File: config.mk
export PLATFORM = sky130hd
export DESIGN_NAME = adpcm_block_reader
export DESIGN_NICKNAME = d
export VERILOG_FILES = /design/src/rtl/adpcm_block_reader_pkg.sv /design/src/rtl/adpcm_block_reader.sv
export SDC_FILE = /design/constraint.sdc
export NUM_CORES = 1
export LEC_CHECK = 0
export ABC_AREA = 1
export BUFFER_PORTS_ARGS = -buffer_cell sky130_fd_sc_hd__buf_2
export CAP_MARGIN = 20
export CORE_MARGIN = 8
export CORE_UTILIZATION = 35
export CTS_BUF_LIST = sky130_fd_sc_hd__clkbuf_4
export DETAILED_ROUTE_END_ITERATION = 12
export PLACE_DENSITY = 0.59
export SETUP_SLACK_MARGIN = 0.15
export SYNTH_ARGS = -nofsm -noshare
export SYNTH_HDL_FRONTEND = slang
export SYNTH_SLANG_ARGS = --single-unit
File: constraint.sdc
create_clock -name clk -period 2.4 [get_ports clk]
set_input_delay 0.12 -clock clk [delete_from_list [all_inputs] [get_ports clk]]
set_output_delay 0.12 -clock clk [all_outputs]
set_load 0.03 [all_outputs]
File: src/rtl/adpcm_block_reader_pkg.sv
// +--------------------------------------------------------------------+
// | adpcm_block_reader_pkg : shared ADPCM state encodings and constants |
// | Rev 1.0                                                            |
// +--------------------------------------------------------------------+
`default_nettype none

// Two-phase input event: a level change relative to the delayed copy.
`ifndef ADPCM_TOGGLE
`define ADPCM_TOGGLE(lvl, dly) ((lvl) ^ (dly))
`endif

package adpcm_block_reader_pkg;

    localparam int         HDR_BYTES = 4;
    localparam int         IDX_MAX   = 88;
    localparam logic [7:0] HDR_RSV   = 8'h00;

    function automatic logic [2:0] enc_gray(input logic [2:0] bin);
        return bin ^ (bin >> 1);
    endfunction

    // Reader states; values are enc_gray(0..7) in declaration order.
    typedef enum logic [2:0] {
        ST_H0   = 3'b000,
        ST_H1   = 3'b001,
        ST_H2   = 3'b011,
        ST_H3   = 3'b010,
        ST_DATA = 3'b110,
        ST_LO   = 3'b111,
        ST_HI   = 3'b101,
        ST_SKIP = 3'b100
    } state_t;

endpackage

`default_nettype wire

File: src/rtl/adpcm_block_reader.sv
// +--------------------------------------------------------------------+
// | adpcm_block_reader : IMA-ADPCM block stream parser / nibble feeder |
// | Optional header check: define ADPCM_BLOCK_CHECK_EN                 |
// | Rev 1.0                                                            |
// +--------------------------------------------------------------------+
`default_nettype none

module adpcm_block_reader
    import adpcm_block_reader_pkg::*;
#(
    parameter int BLOCK_BYTES = 256
) (
    input  logic               clk,
    input  logic               rstn,
    input  logic               enable,
    input  logic               push,
    input  logic [7:0]         rx_byte,
    output logic               full,
    output logic signed [15:0] hdr_pcm,
    output logic signed [7:0]  hdr_idx,
    output logic               hdr_stb,
    output logic               req,
    output logic [3:0]         tx_adpcm,
    input  logic               ack,
    output logic               err,
    output logic [2:0]         cst
);

    localparam int             CW     = $clog2(BLOCK_BYTES);
    localparam logic [CW-1:0]  C_LAST = CW'(BLOCK_BYTES - 1);

    state_t          r_state;
    logic            r_push_d;
    logic            r_guard;
    logic [CW-1:0]   r_cnt;
    logic [7:0]      r_pcm_lo;
    logic [7:0]      r_pcm_hi;
    logic [7:0]      r_idx;
    logic [3:0]      r_nib_hi;

    logic            w_push_x;
    logic            w_ack_ok;
    logic [CW-1:0]   w_cnt_next;

    assign w_push_x   = `ADPCM_TOGGLE(push, r_push_d);
    // The core still reads idle the cycle after a req toggle.
    assign w_ack_ok   = ack & ~r_guard;
    assign w_cnt_next = (r_cnt == C_LAST) ? '0 : r_cnt + CW'(1);

    assign cst  = r_state;
    assign full = (r_state == ST_LO) || (r_state == ST_HI);

`ifdef ADPCM_BLOCK_CHECK_EN
    localparam logic signed [7:0] C_IDX_MAX = 8'(IDX_MAX);

    logic r_err;
    logic w_hdr_bad;

    assign w_hdr_bad = (rx_byte != HDR_RSV) || r_idx[7] || ($signed(r_idx) > C_IDX_MAX);
    assign err       = r_err;
`else
    assign err       = 1'b0;
`endif

    always_ff @(posedge clk or negedge rstn) begin
        if (!rstn) begin
            r_state  <= ST_H0;
            r_push_d <= 1'b0;
            r_guard  <= 1'b0;
            r_cnt    <= '0;
            r_pcm_lo <= 8'h00;
            r_pcm_hi <= 8'h00;
            r_idx    <= 8'h00;
            r_nib_hi <= 4'h0;
            hdr_pcm  <= 16'sh0000;
            hdr_idx  <= 8'sh00;
            hdr_stb  <= 1'b0;
            req      <= 1'b0;
            tx_adpcm <= 4'h0;
`ifdef ADPCM_BLOCK_CHECK_EN
            r_err    <= 1'b0;
`endif
        end else if (enable) begin
            r_push_d <= push;
            r_guard  <= 1'b0;
            case (r_state)
                ST_H0: if (w_push_x) begin
                    r_pcm_lo <= rx_byte;
                    r_cnt    <= w_cnt_next;
                    r_state  <= ST_H1;
                end
                ST_H1: if (w_push_x) begin
                    r_pcm_hi <= rx_byte;
                    r_cnt    <= w_cnt_next;
                    r_state  <= ST_H2;
                end
                ST_H2: if (w_push_x) begin
                    r_idx   <= rx_byte;
                    r_cnt   <= w_cnt_next;
                    r_state <= ST_H3;
                end
                // Header fields are staged and published together here.
                ST_H3: if (w_push_x) begin
                    r_cnt <= w_cnt_next;
`ifdef ADPCM_BLOCK_CHECK_EN
                    if (w_hdr_bad) begin
                        r_err   <= 1'b1;
                        r_state <= ST_SKIP;
                    end else begin
                        hdr_pcm <= $signed({r_pcm_hi, r_pcm_lo});
                        hdr_idx <= $signed(r_idx);
                        hdr_stb <= ~hdr_stb;
                        r_state <= ST_DATA;
                    end
`else
                    hdr_pcm <= $signed({r_pcm_hi, r_pcm_lo});
                    hdr_idx <= $signed(r_idx);
                    hdr_stb <= ~hdr_stb;
                    r_state <= ST_DATA;
`endif
                end
                ST_DATA: if (w_push_x) begin
                    r_nib_hi <= rx_byte[7:4];
                    tx_adpcm <= rx_byte[3:0];
                    r_cnt    <= w_cnt_next;
                    r_state  <= ST_LO;
                end
                ST_LO: if (w_ack_ok) begin
                    req      <= ~req;
                    r_guard  <= 1'b1;
                    tx_adpcm <= r_nib_hi;
                    r_state  <= ST_HI;
                end
                // A cleared counter means the byte just issued closed the block.
                ST_HI: if (w_ack_ok) begin
                    req     <= ~req;
                    r_guard <= 1'b1;
                    r_state <= (r_cnt == '0) ? ST_H0 : ST_DATA;
                end
`ifdef ADPCM_BLOCK_CHECK_EN
                ST_SKIP: if (w_push_x) begin
                    r_cnt <= w_cnt_next;
                    if (r_cnt == C_LAST) begin
                        r_state <= ST_H0;
                    end
                end
`endif
                default: r_state <= ST_H0;
            endcase
        end
    end

endmodule

`default_nettype wire
## After elaboration in Yosys (flattened, before gate mapping)

Cells that the tools add are included.

| word-level totals | value |
|---|---|
| register bits after elaboration | 71 |
| output and inout port bits | 35 |
| input bits | 13 |
| logic and storage cells | 63 |

| operators by class | value |
|---|---|
| equal/unequal tests | 14 |
| $add $sub $neg | 1 |
| bitwise operators | 5 |
| reductions and logical operators | 15 |
| mux-type cells | 15 |

Operators with widths:

| operator | number |
|---|---|
| 3-bit 2-to-1 mux | 8 |
| 3-bit case mux with 7 select lines | 1 |
| 3-bit AND reduction | 7 |
| 2-bit != test (second input constant) | 7 |
| 3-bit equality test (second input constant) | 3 |
| 8-bit by 1-bit adder with 8-bit output (second input constant) | 1 |
| 8-bit equality test (second input constant) | 1 |
| 8-bit logical NOT | 1 |
| 4-bit 2-to-1 mux | 2 |
| 8-bit 2-to-1 mux | 1 |
| 4-bit case mux with 2 select lines | 1 |
| 8-bit AND reduction | 1 |
| 3-bit by 2-bit equality test with 1-bit output (second input constant) | 2 |
| 5-bit OR reduction | 1 |
| 4-bit AND reduction | 1 |
| 3-bit by 1-bit equality test with 1-bit output (second input constant) | 1 |
| 3-bit logical NOT | 1 |
| 1-bit inverter | 3 |
| 1-bit 2-to-1 mux | 2 |
| 2-bit nonzero test | 1 |
| 2-bit OR reduction | 1 |
| 1-bit AND | 1 |
| 1-bit logical OR | 1 |
| 1-bit bitwise XOR | 1 |

## Longest topological paths before layout

Gate-level depths: netlist of run 1.

| logic depth | value |
|---|---|
| depth in word-level cells | 4 |
| gate-level depth with buffers | 9 |
| mapped depth without buffers | 9 |

## Least setup slack after synthesis of run 1

Ideal clock, no wire load.

| timing path | value |
|---|---|
| path type | reg2reg |
| start | reg r_state[0], in the netlist cst[0] |
| end | reg tx_adpcm[0] |
| data required time | 2.277 ns |
| buffers on the path | 0 |
| clock period less this slack | 1.512 ns |
| arrival | 1.388 ns |
| setup slack | 0.888 ns |
| stages on the path, launching flop included | 8 |
| library setup time | 0.123 ns |
| cell sequence | dfrtp_1 nand2_1 inv_2 nand2_4 o21ai_2 nand2_2 nand2_1 o21ai_1 |

| between the ends | value |
|---|---|
| cells in the longest elaborated chain, start to end | 3 |
| elaborated cells on any way between the ends | 7 |
| those cells by class | eq/ne: 4; mux: 1; reduce/logical: 2 |

RTL lines:

| item | RTL line | text |
|---|---|---|
| start, declared | adpcm_block_reader.sv:32 | `state_t r_state;` |
| start signal, assigned | adpcm_block_reader.sv:138 | `r_state <= (r_cnt == '0) ? ST_H0 : ST_DATA;` |
| 3-bit equality test | adpcm_block_reader.sv:86 | `case (r_state)` |
| 2-bit != test (no source line) / 2-bit nonzero test (equally long branches) | n/a |  |
| 4-bit AND reduction (no source line) | n/a |  |
| end signal, assigned | adpcm_block_reader.sv:124 | `tx_adpcm <= rx_byte[3:0];` |
| end signal, assigned | adpcm_block_reader.sv:131 | `tx_adpcm <= r_nib_hi;` |
| end, declared | adpcm_block_reader.sv:23 | `output logic [3:0] tx_adpcm,` |

Several ways; a longest one is shown, not always the timed one.
A chain may end at the register's enable or synchronous reset.

==> results of run 1 <==
## flip-flops by register name, indices dropped and copies added (netlist names), 4 cells and up
signal	cells
hdr_pcm	16
r_pcm_lo	8
hdr_idx	8
r_nib_hi	4
r_pcm_hi	8
tx_adpcm	4
r_idx	8
r_cnt	8
## layer usage
layer / vias to the layer above / part of all wire, % / track usage [%]
met4: 0 / 2.2 / 5.68
met3: 9 / 4.3 / 3.68
met1: 1092 / 50 / 14.9
met5: - / 0 / 0
met2: 42 / 44 / 16.7
li1: 1234 / - / -
## final timing paths
check,from,endpoint,slack [ns]
worst max-delay path,enable,r_push_d,0.65
worst min-delay path,rx_byte[6],r_idx[6],0.03
worst max register to register,cst[1],hdr_pcm[13],0.72
worst min register to register,req,req,0.48
max in group asynchronous,rstn,r_pcm_lo[4],1.84
min in group asynchronous,rstn,cst[2],0.23
## placed cells by master (no fill, tap or decap), types with 4 or more instances in the layout
master	netlist	routed
clkbuf_4	0	9
dlygate4sd3_1	0	6
nand3_1	9	9
inv_1	47	47
nand2_1	110	110
o21ai_0	34	34
o21ai_1	29	29
nor2_1	18	18
buf_2	5	46
o21ai_2	5	5
dfrtp_1	71	71
xor2_1	4	4
## Yosys cell counts
cell and number:
a21oi_1 1, buf_2 5, buf_4 2, buf_6 2, clkbuf_1 1, clkinv_4 1
conb_1 1, dfrtp_1 71, ha_1 2, inv_1 47, inv_2 2, nand2_1 110
nand2_2 3, nand2_4 1, nand3_1 9, nand3_2 1, nand3_4 2, nand3b_1 1
nor2_1 18, nor2_4 2, nor3_1 3, o21ai_0 34, o21ai_1 29, o21ai_2 5
o22ai_1 1, xnor2_1 1, xor2_1 4
## critical path, stage by stage
cell and delay [ns]:
dlygate4sd3_1 0.53, buf_2 0.17, nand2_1 0.07, dlygate4sd3_1 0.54, o21ai_0 0.07, dlygate4sd3_1 0.56
## report_power, final
part / internal (mW) / leakage, nW / total [mW] / switching, mW
Combinational: 0.549 / 0.913 / 1.73 / 1.18
Sequential: 1.69 / 0.905 / 2.03 / 0.336
Clock: 0.212 / 0.0560 / 0.653 / 0.441
Total: 2.45 / 1.87 / 4.41 / 1.96
## logic make-up (layout without fill, tap and decap cells)
group	Yosys count	in the layout	synth area share [%]
XOR/XNOR	5	5	1.40
buffers and inverters	60	119	8.29
AND/OR/NAND/NOR	150	150	20.7
adder cells (fa/ha/maj)	2	2	0.801
flip-flops	71	71	56.9
AO/OA/AOI/OAI	70	70	11.9
other	1	2	0.120
## layout make-up
class,instances,area share [%]
antenna,1,0.0691
inverter,50,5.32
tap,108,3.73
multi-input combinational,228,30.1
timing repair buffer,53,8.57
clock buffer,9,1.87
sequential,71,49.1
clock inverter,7,1.35
==> run_results.csv, run 1 <==
group,metric,value,unit
cts,clock-sinks,71,
logic_synthesis,synth-seq-area-share,56.9,%
power_and_ir_drop,total_power,4.41,mW
placed_design,dp_cells,504,
floorplan,die_w,110,um
timing,skew,0.0112,ns
cells_and_area,multiInputGateArea,1090,um^2
cells_and_area,fill_cells,918,
worst_setup_path,cp.required,2.70,ns
route,wire_per_inst,12.4,um
cells_and_area,synthToLayoutAreaGrowth,15.9,%
global_routing,grt_overflow,0,
cts,holdBufCountCts,6,
timing,max_freq,571,MHz
logic_synthesis,ys_warn_count,0,
power_and_ir_drop,power.density,1220,nW/um^2
global_routing,grt_max_degree,72,
placed_design,place.gp.congestion,0.828,
cells_and_area,post-route-util,41.7,%
cells_and_area,final_cell_area,3620,um^2
floorplan,core,8680,um^2
worst_setup_path,cp-end-kind,"flop",
logic_synthesis,synth_top_area_cell,"dfrtp_1",
route,viasPerCell,4.51,
worst_setup_path,critPathKind,"in -> reg",
placed_design,place_area,3440,um^2
placed_design,dp_hpwl,4670,um
timing,tightest_slew,0.502,ns
cells_and_area,nets,428,
floorplan,io_pins,48,
min_path,hold_class,"in -> reg",
cts,ctsLongestPathBuffers,2,
cts,cts_buffers,9,
route,vias,2377,
power_and_ir_drop,vdd_ir_drop_max,0.477,mV
cts,post_cts_resized,0,
cts,clock_latency,0.41,ns
logic_synthesis,netlist_instances,359,
floorplan,num_rows,34,
timing,drv_slew,0,
run,cap_violations,0,
placed_design,pre_cts_ws,0.725,ns
timing,hold_ws,0.0287,ns
cts,htreeDepth,3,
timing,rsz0062_at_grt,"false",
route,wl,6520,um
logic_synthesis,syn-num-nets,374,
worst_setup_path,cp_data_arrival_time,2.06,ns
logic_synthesis,avgSynthCellArea,8.70,um^2
status,outcome,"complete, no violations",
cts,clkSlewWorstSetupHoldPaths,0.12,ns
global_routing,grt_pass1_vias,2411,
logic_synthesis,synthDistinctLibCells,27,
route,drtIter0Drc,76,
cells_and_area,layoutNonFillerInstCount,527,
logic_synthesis,synth_seq_cells,71,
global_routing,grt_first_pass_wirelength,11500,um
placed_design,io_buffers,46,
timing,relSlewSlack,66.5,%
worst_setup_path,reg2regPathDepth,5,
power_and_ir_drop,p_leak,1.87,nW
timing,setup_ws,0.649,ns
floorplan,die_area,12200,um^2
route,first_pass_iters,4,
timing,setup_viol_count_final,0,
timing,hold_viol,0,
global_routing,track_usage,11.5,%
route,drtAntennaViolNets,0,
cts,cts_tree,"yes",
worst_setup_path,start_kind,"primary input",
cts,root_buffer,"clkbuf_4",
floorplan,initial_core_util,36.0,%
cells_and_area,ff_latch_area,1780,um^2
timing,tns,0,ns
timing,min_period,1.75,ns
floorplan,fp.dieH,110,um
logic_synthesis,synthDominantCellAreaShare,56.9,%
cts,cts_setup_buffers,0,
cells_and_area,layout-drive-gt1-share,18.9,%
global_routing,antenna_found_initial,1,
min_path,whs_path_depth,3,
logic_synthesis,ys_top_cells_by_area,"dfrtp_1 57%, nand2_1 13%, inv_1 5.6%",
route,route.detailed.drc,0,
timing,period_share,73.0,%
logic_synthesis,netlist_area,3120,um^2
worst_setup_path,crit_fanout,7,
(Power assumes the default switching activity.)
==> run 2, diff against run 1 <==
--- a/config.mk
+++ b/config.mk
@@ -5,14 +5,14 @@
 export SDC_FILE = /design/constraint.sdc
 export NUM_CORES = 1
 export LEC_CHECK = 0
-export ABC_AREA = 1
+export ABC_AREA = 0
 export BUFFER_PORTS_ARGS = -buffer_cell sky130_fd_sc_hd__buf_2
 export CAP_MARGIN = 20
 export CORE_MARGIN = 8
 export CORE_UTILIZATION = 35
 export CTS_BUF_LIST = sky130_fd_sc_hd__clkbuf_4
 export DETAILED_ROUTE_END_ITERATION = 12
-export PLACE_DENSITY = 0.59
+export PLACE_DENSITY = 0.61
 export SETUP_SLACK_MARGIN = 0.15
 export SYNTH_ARGS = -nofsm -noshare
 export SYNTH_HDL_FRONTEND = slang
==> constraint.sdc (replaced) <==
create_clock -name clk -period 1.5 [get_ports clk]
set_input_delay 0.075 -clock clk [delete_from_list [all_inputs] [get_ports clk]]
set_output_delay 0.075 -clock clk [all_outputs]
set_load 0.03 [all_outputs]
==> run 2 against run 1 <==
Via count fell by 14%. Worst setup slack got worse by 0.86 ns. Non-clock buffer count rose by 47. Sequential share of layout area fell by 7.9 points. Clock power rose by 93%. Critical path depth did not move. Cell area rose by 19%. Synthesized cell count fell by 40%. Sequential power rose by 58%. First-iteration DRC count fell by 2.6%. Global-route usage rose by 0.38 points. Area after synthesis fell by 2.5%. The run now ends with setup timing left.
==> run_results.csv, run 2 <==
group,metric,value,unit
logic_synthesis,ys_warn_count,0,
logic_synthesis,synth_seq_cells,71,
worst_setup_path,start_kind,"flop",
status,violations,"setup timing",
route,wire_per_inst,16.5,um
worst_setup_path,cp.required,1.80,ns
logic_synthesis,ys_top_cells_by_area,"dfrtp_1 58%, mux2_2 19%, mux2_4 3.9%",
worst_setup_path,cp_data_arrival_time,2.01,ns
route,first_pass_iters,4,
placed_design,dp_cells,388,
power_and_ir_drop,vdd_ir_drop_max,0.744,mV
cells_and_area,final_common_cell,"dfrtp_1",
placed_design,dp_hpwl,4630,um
floorplan,fp.dieH,109,um
cts,ctsLongestPathBuffers,2,
cells_and_area,synthToLayoutAreaGrowth,41.9,%
timing,drv_slew,0,
timing,skew,0.0167,ns
logic_synthesis,netlist_instances,215,
route,wl,7080,um
worst_setup_path,critPathKind,"reg -> reg",
cts,cts_tree,"yes",
logic_synthesis,synth_top_area_cell,"dfrtp_1",
floorplan,die_area,11900,um^2
cells_and_area,nets,332,
worst_setup_path,crit_fanout,8,
cts,clock_latency,0.42,ns
route,drtIter0Drc,74,
floorplan,num_rows,34,
cells_and_area,layoutNonFillerInstCount,430,
global_routing,grt_overflow,0,
floorplan,core,8590,um^2
cells_and_area,largest_register_ffs,16,
cells_and_area,mostFrequentLayoutCells,"68 x dfrtp_1, 45 x mux2_4, 44 x buf_2",
cells_and_area,diodes,0,
global_routing,grt_max_degree,29,
cts,clkSlewWorstSetupHoldPaths,0.12,ns
logic_synthesis,synthTopCellsByCount,"71 x dfrtp_1, 51 x mux2_2, 8 x inv_1, 8 x mux2_4",
timing,hold_ws,0.0490,ns
logic_synthesis,avgSynthCellArea,14.2,um^2
worst_setup_path,cp-end-kind,"flop",
global_routing,grt_first_pass_wirelength,10900,um
timing,min_period,1.71,ns
logic_synthesis,netlist_area,3050,um^2
cells_and_area,max_flop_register,"hdr_pcm",
power_and_ir_drop,power.density,1870,nW/um^2
power_and_ir_drop,p_leak,2.11,nW
run,cap_violations,0,
cts,cts_buffers,9,
logic_synthesis,async_flop_share,100,%
timing,rsz0062_at_grt,"true",
logic_synthesis,synthDistinctLibCells,39,
route,drtAntennaViolNets,0,
timing,setup_ws,-0.210,ns
global_routing,grt_pass1_vias,2082,
min_path,hold_class,"in -> reg",
cts,htreeDepth,3,
timing,hold_viol,0,
logic_synthesis,synthDominantCellAreaShare,58.3,%
route,viasPerCell,4.77,
route,route.detailed.drc,0,
cells_and_area,post-route-util,50.3,%
logic_synthesis,synth-seq-area-share,58.3,%
floorplan,die_w,109,um
placed_design,io_buffers,46,
placed_design,place.gp.congestion,0.822,
timing,tightest_slew,0.538,ns
global_routing,antenna_found_initial,0,
timing,period_share,114,%
global_routing,track_usage,11.8,%
logic_synthesis,synth.most_common_cell,"dfrtp_1",
logic_synthesis,synthFlopType,"dfrtp_1",
timing,setup_viol_count_final,61,
logic_synthesis,syn-num-nets,230,
timing,max_freq,585,MHz
cts,root_buffer,"clkbuf_4",
status,outcome,"finished, violations left",
route,vias,2049,
logic_synthesis,synth_edf_count,0,
floorplan,io_pins,48,
cells_and_area,final_cell_area,4320,um^2
cts,clock-sinks,71,
placed_design,place_area,3720,um^2
timing,relSlewSlack,64.1,%
floorplan,initial_core_util,35.5,%
cells_and_area,layout-drive-gt1-share,58.7,%
==> run 2: cell families (layout without fill, tap and decap cells) <==
logic type | Yosys count | in the layout | synth area share, %
multiplexers | 61 | 61 | 23.5
AO/OA/AOI/OAI | 21 | 21 | 4.48
AND/OR/NAND/NOR | 34 | 34 | 7.27
buffers and inverters | 17 | 124 | 2.92
XOR/XNOR | 8 | 8 | 2.55
other | 1 | 1 | 0.123
flip-flops | 71 | 71 | 58.3
adder cells (fa/ha/maj) | 2 | 2 | 0.821
==> run 2: area by class of cell <==
type,instances,area [um^2]
Clock inverter,6,71.3
Multi-Input combinational cell,127,1410
Clock buffer,10,75.1
Fill cell,754,4270
Tap cell,108,135
Inverter,8,30.0
Sequential cell,71,1780
Timing Repair Buffer,100,818
==> run 2: final timing paths <==
| check | from | to | slack (ns) | cells past startpoint |
|---|---|---|---|---|
| min reg2reg | req | req | 0.48 | 1 |
| max in group asynchronous | rstn | r_pcm_hi[2] | 0.80 | 3 |
| min | enable | req | 0.05 | 3 |
| max | r_push_d | r_pcm_hi[6] | -0.21 | 6 |
| max reg2reg | r_push_d | r_pcm_hi[6] | -0.21 | 6 |
| min in group asynchronous | rstn | hdr_idx[4] | 0.15 | 2 |
==> run 2: timing repair <==
action                                  CTS  global route
hold endpoints to repair                 88             0
hold buffers                             11             0
cloned                                    1             2
pin swaps                                 9             8
endpoints found under the setup margin   68            70
resized for setup                        27            18
buffers inserted                          7             5
==> run 2: critical path, stage by stage (launching register included) <==
cell and delay, ns:
dfrtp_1 0.43, xor2_2 0.20, buf_4 0.15, nand3_2 0.07, or3_4 0.33, buf_6 0.15, mux2_2 0.28
==> run 2: report_power, final <==
group	total, mW	switching, mW	internal, mW
clock	1.26	0.726	0.535
sequential	3.20	0.528	2.67
combinational	3.64	1.78	1.87
==> run 2: metal layers <==
| metal | global-route usage, % | up-vias | wire, um | share of wire (%) |
|---|---|---|---|---|
| li1 | - | 966 | - | - |
| met4 | 5.69 | 0 | 89 | 1.3 |
| met3 | 2.70 | 10 | 358 | 5.1 |
| met2 | 18.1 | 53 | 3200 | 45 |
| met5 | 0 | - | 0 | 0 |
| met1 | 15.6 | 1020 | 3430 | 48 |
==> run 2: through the flow <==
step	worst slack (ns)	total power, mW	TNS [ns]
detailed placement	-0.205	6.36	-7.50
finish	-0.210	8.10	-8.89
CTS	-0.229	7.90	-8.60
global placement	-0.191	6.29	-6.85
global route	-0.248	8.58	-12.45
floorplan	-0.220	5.33	-8.35
==> run 3, diff against run 2 <==
--- a/config.mk
+++ b/config.mk
@@ -13,6 +13,7 @@
 export CTS_BUF_LIST = sky130_fd_sc_hd__clkbuf_4
 export DETAILED_ROUTE_END_ITERATION = 12
 export PLACE_DENSITY = 0.61
+export RECOVER_POWER = 25
 export SETUP_SLACK_MARGIN = 0.15
 export SYNTH_ARGS = -nofsm -noshare
 export SYNTH_HDL_FRONTEND = slang
==> run 3 against run 2 <==
The flow still finishes with violations (setup timing). Maximum frequency about the same. Non-clock buffer count unchanged. Cell count unchanged. Worst setup slack is essentially flat.
==> run_results.csv, run 3 (synthesis results as in run 2) <==
group,metric,value,unit
route,route.detailed.drc,0,
placed_design,place_area,3720,um^2
route,viasPerCell,4.76,
cells_and_area,largest_register_ffs,16,
worst_setup_path,start_kind,"flop",
global_routing,grt_pass1_vias,2082,
min_path,hold_class,"in -> reg",
route,drtIter0Drc,74,
cells_and_area,mostFrequentLayoutCells,"68 x dfrtp_1, 45 x mux2_4, 43 x buf_2",
timing,tightest_slew,1.18,ns
floorplan,initial_core_util,35.5,%
cts,cts_buffers,9,
cts,clock-sinks,71,
route,wire_per_inst,16.5,um
worst_setup_path,critPathKind,"reg -> reg",
placed_design,io_buffers,46,
worst_setup_path,cp-end-kind,"flop",
placed_design,dp_cells,388,
floorplan,fp.dieH,109,um
route,wl,7080,um
status,outcome,"finished, violations left",
timing,setup_viol_count_final,61,
status,violations,"setup timing",
timing,drv_slew,0,
floorplan,num_rows,34,
timing,skew,0.0169,ns
timing,tns,-8.88,ns
floorplan,die_area,11900,um^2
run,cap_violations,0,
power_and_ir_drop,power.density,1880,nW/um^2
cells_and_area,max_flop_register,"hdr_pcm",
timing,rsz0062_at_grt,"true",
placed_design,dp_hpwl,4630,um
worst_setup_path,cp_data_arrival_time,2.01,ns
timing,period_share,114,%
cells_and_area,diodes,0,
timing,setup_ws,-0.210,ns
cells_and_area,nets,332,
cells_and_area,layoutNonFillerInstCount,430,
global_routing,track_usage,11.8,%
route,drtAntennaViolNets,0,
global_routing,grt_first_pass_wirelength,10900,um
route,first_pass_iters,4,
cells_and_area,synthToLayoutAreaGrowth,41.3,%
cts,htreeDepth,3,
cts,cts_tree,"yes",
worst_setup_path,ff2ff_setup_slack,-0.21,ns
global_routing,grt_max_degree,29,
timing,max_freq,585,MHz
timing,hold_ws,0.0489,ns
global_routing,grt_overflow,0,
floorplan,io_pins,48,
cts,clock_latency,0.42,ns
floorplan,core,8590,um^2
worst_setup_path,cp.required,1.80,ns
route,vias,2047,
timing,relSlewSlack,21.3,%
power_and_ir_drop,p_leak,2.10,nW
timing,hold_viol,0,
floorplan,die_w,109,um
worst_setup_path,crit_fanout,8,
cts,clkSlewWorstSetupHoldPaths,0.12,ns
cts,ctsLongestPathBuffers,2,
power_and_ir_drop,vdd_ir_drop_max,0.744,mV
placed_design,place.gp.congestion,0.822,
cells_and_area,final_common_cell,"dfrtp_1",
cells_and_area,final_cell_area,4300,um^2
timing,min_period,1.71,ns
cells_and_area,layout-drive-gt1-share,58.4,%
power_and_ir_drop,total_power,8.10,mW
global_routing,antenna_found_initial,0,
cts,root_buffer,"clkbuf_4",
[run 3: cell types whose count changed in the layout (fill, tap and decap cells not counted)]
cell      before  now
buf_12         4    2
buf_6         12   14
buf_2         44   43
clkbuf_1       0    1
[run 3: where the power goes]
group / internal (mW) / switching (mW)
logic: 1.86 / 1.78
clock network: 0.535 / 0.726
registers: 2.67 / 0.528
[run 3: critical path: stages, from the launching register on]
cell and delay, ns:
dfrtp_1 0.43, xor2_2 0.20, buf_4 0.15, nand3_2 0.07, or3_4 0.33, buf_6 0.15, mux2_2 0.28
[run 3: path summary, 6_finish.rpt]
path                          start           to  cells after the start
max                        r_push_d  r_pcm_hi[6]                      6
min                          enable          req                      3
max reg2reg                r_push_d  r_pcm_hi[6]                      6
min reg2reg                     req          req                      1
max in group asynchronous      rstn  r_pcm_hi[2]                      3
min in group asynchronous      rstn   hdr_idx[4]                      2
[run 3: final cells by class]
cell class	instances	area [um^2]
multi-input combinational	127	1410
timing repair buffer	100	800
tap	108	135
clock buffer	10	75.1
sequential	71	1780
clock inverter	6	71.3
inverter	8	30.0
fill	758	4290
[run 3: per-stage QoR]
stage | worst slack [ns] | util, %
after CTS | -0.229 | 48.5
after global routing | -0.248 | 50.1
final | -0.210 | 50.1
after global placement | -0.191 | 43.3
after floorplan | -0.220 | -
after detailed placement | -0.205 | 43.3
[run 3: repair_timing]
action | CTS | global route
hold buffers | 11 | 0
endpoints found under the hold margin | 88 | 0
gates resized for setup | 27 | 18
endpoints found under the setup margin | 68 | 70
buffers inserted | 7 | 5
pin swaps | 9 | 8
cloned | 1 | 2
[run 3: routing by layer]
layer | part of all wire (%) | global-route usage [%] | up-vias
met5 | 0 | 0 | -
met4 | 1.3 | 5.69 | 0
met3 | 5.1 | 2.70 | 10
met2 | 45 | 18.1 | 53
met1 | 48 | 15.6 | 1018
li1 | - | - | 966
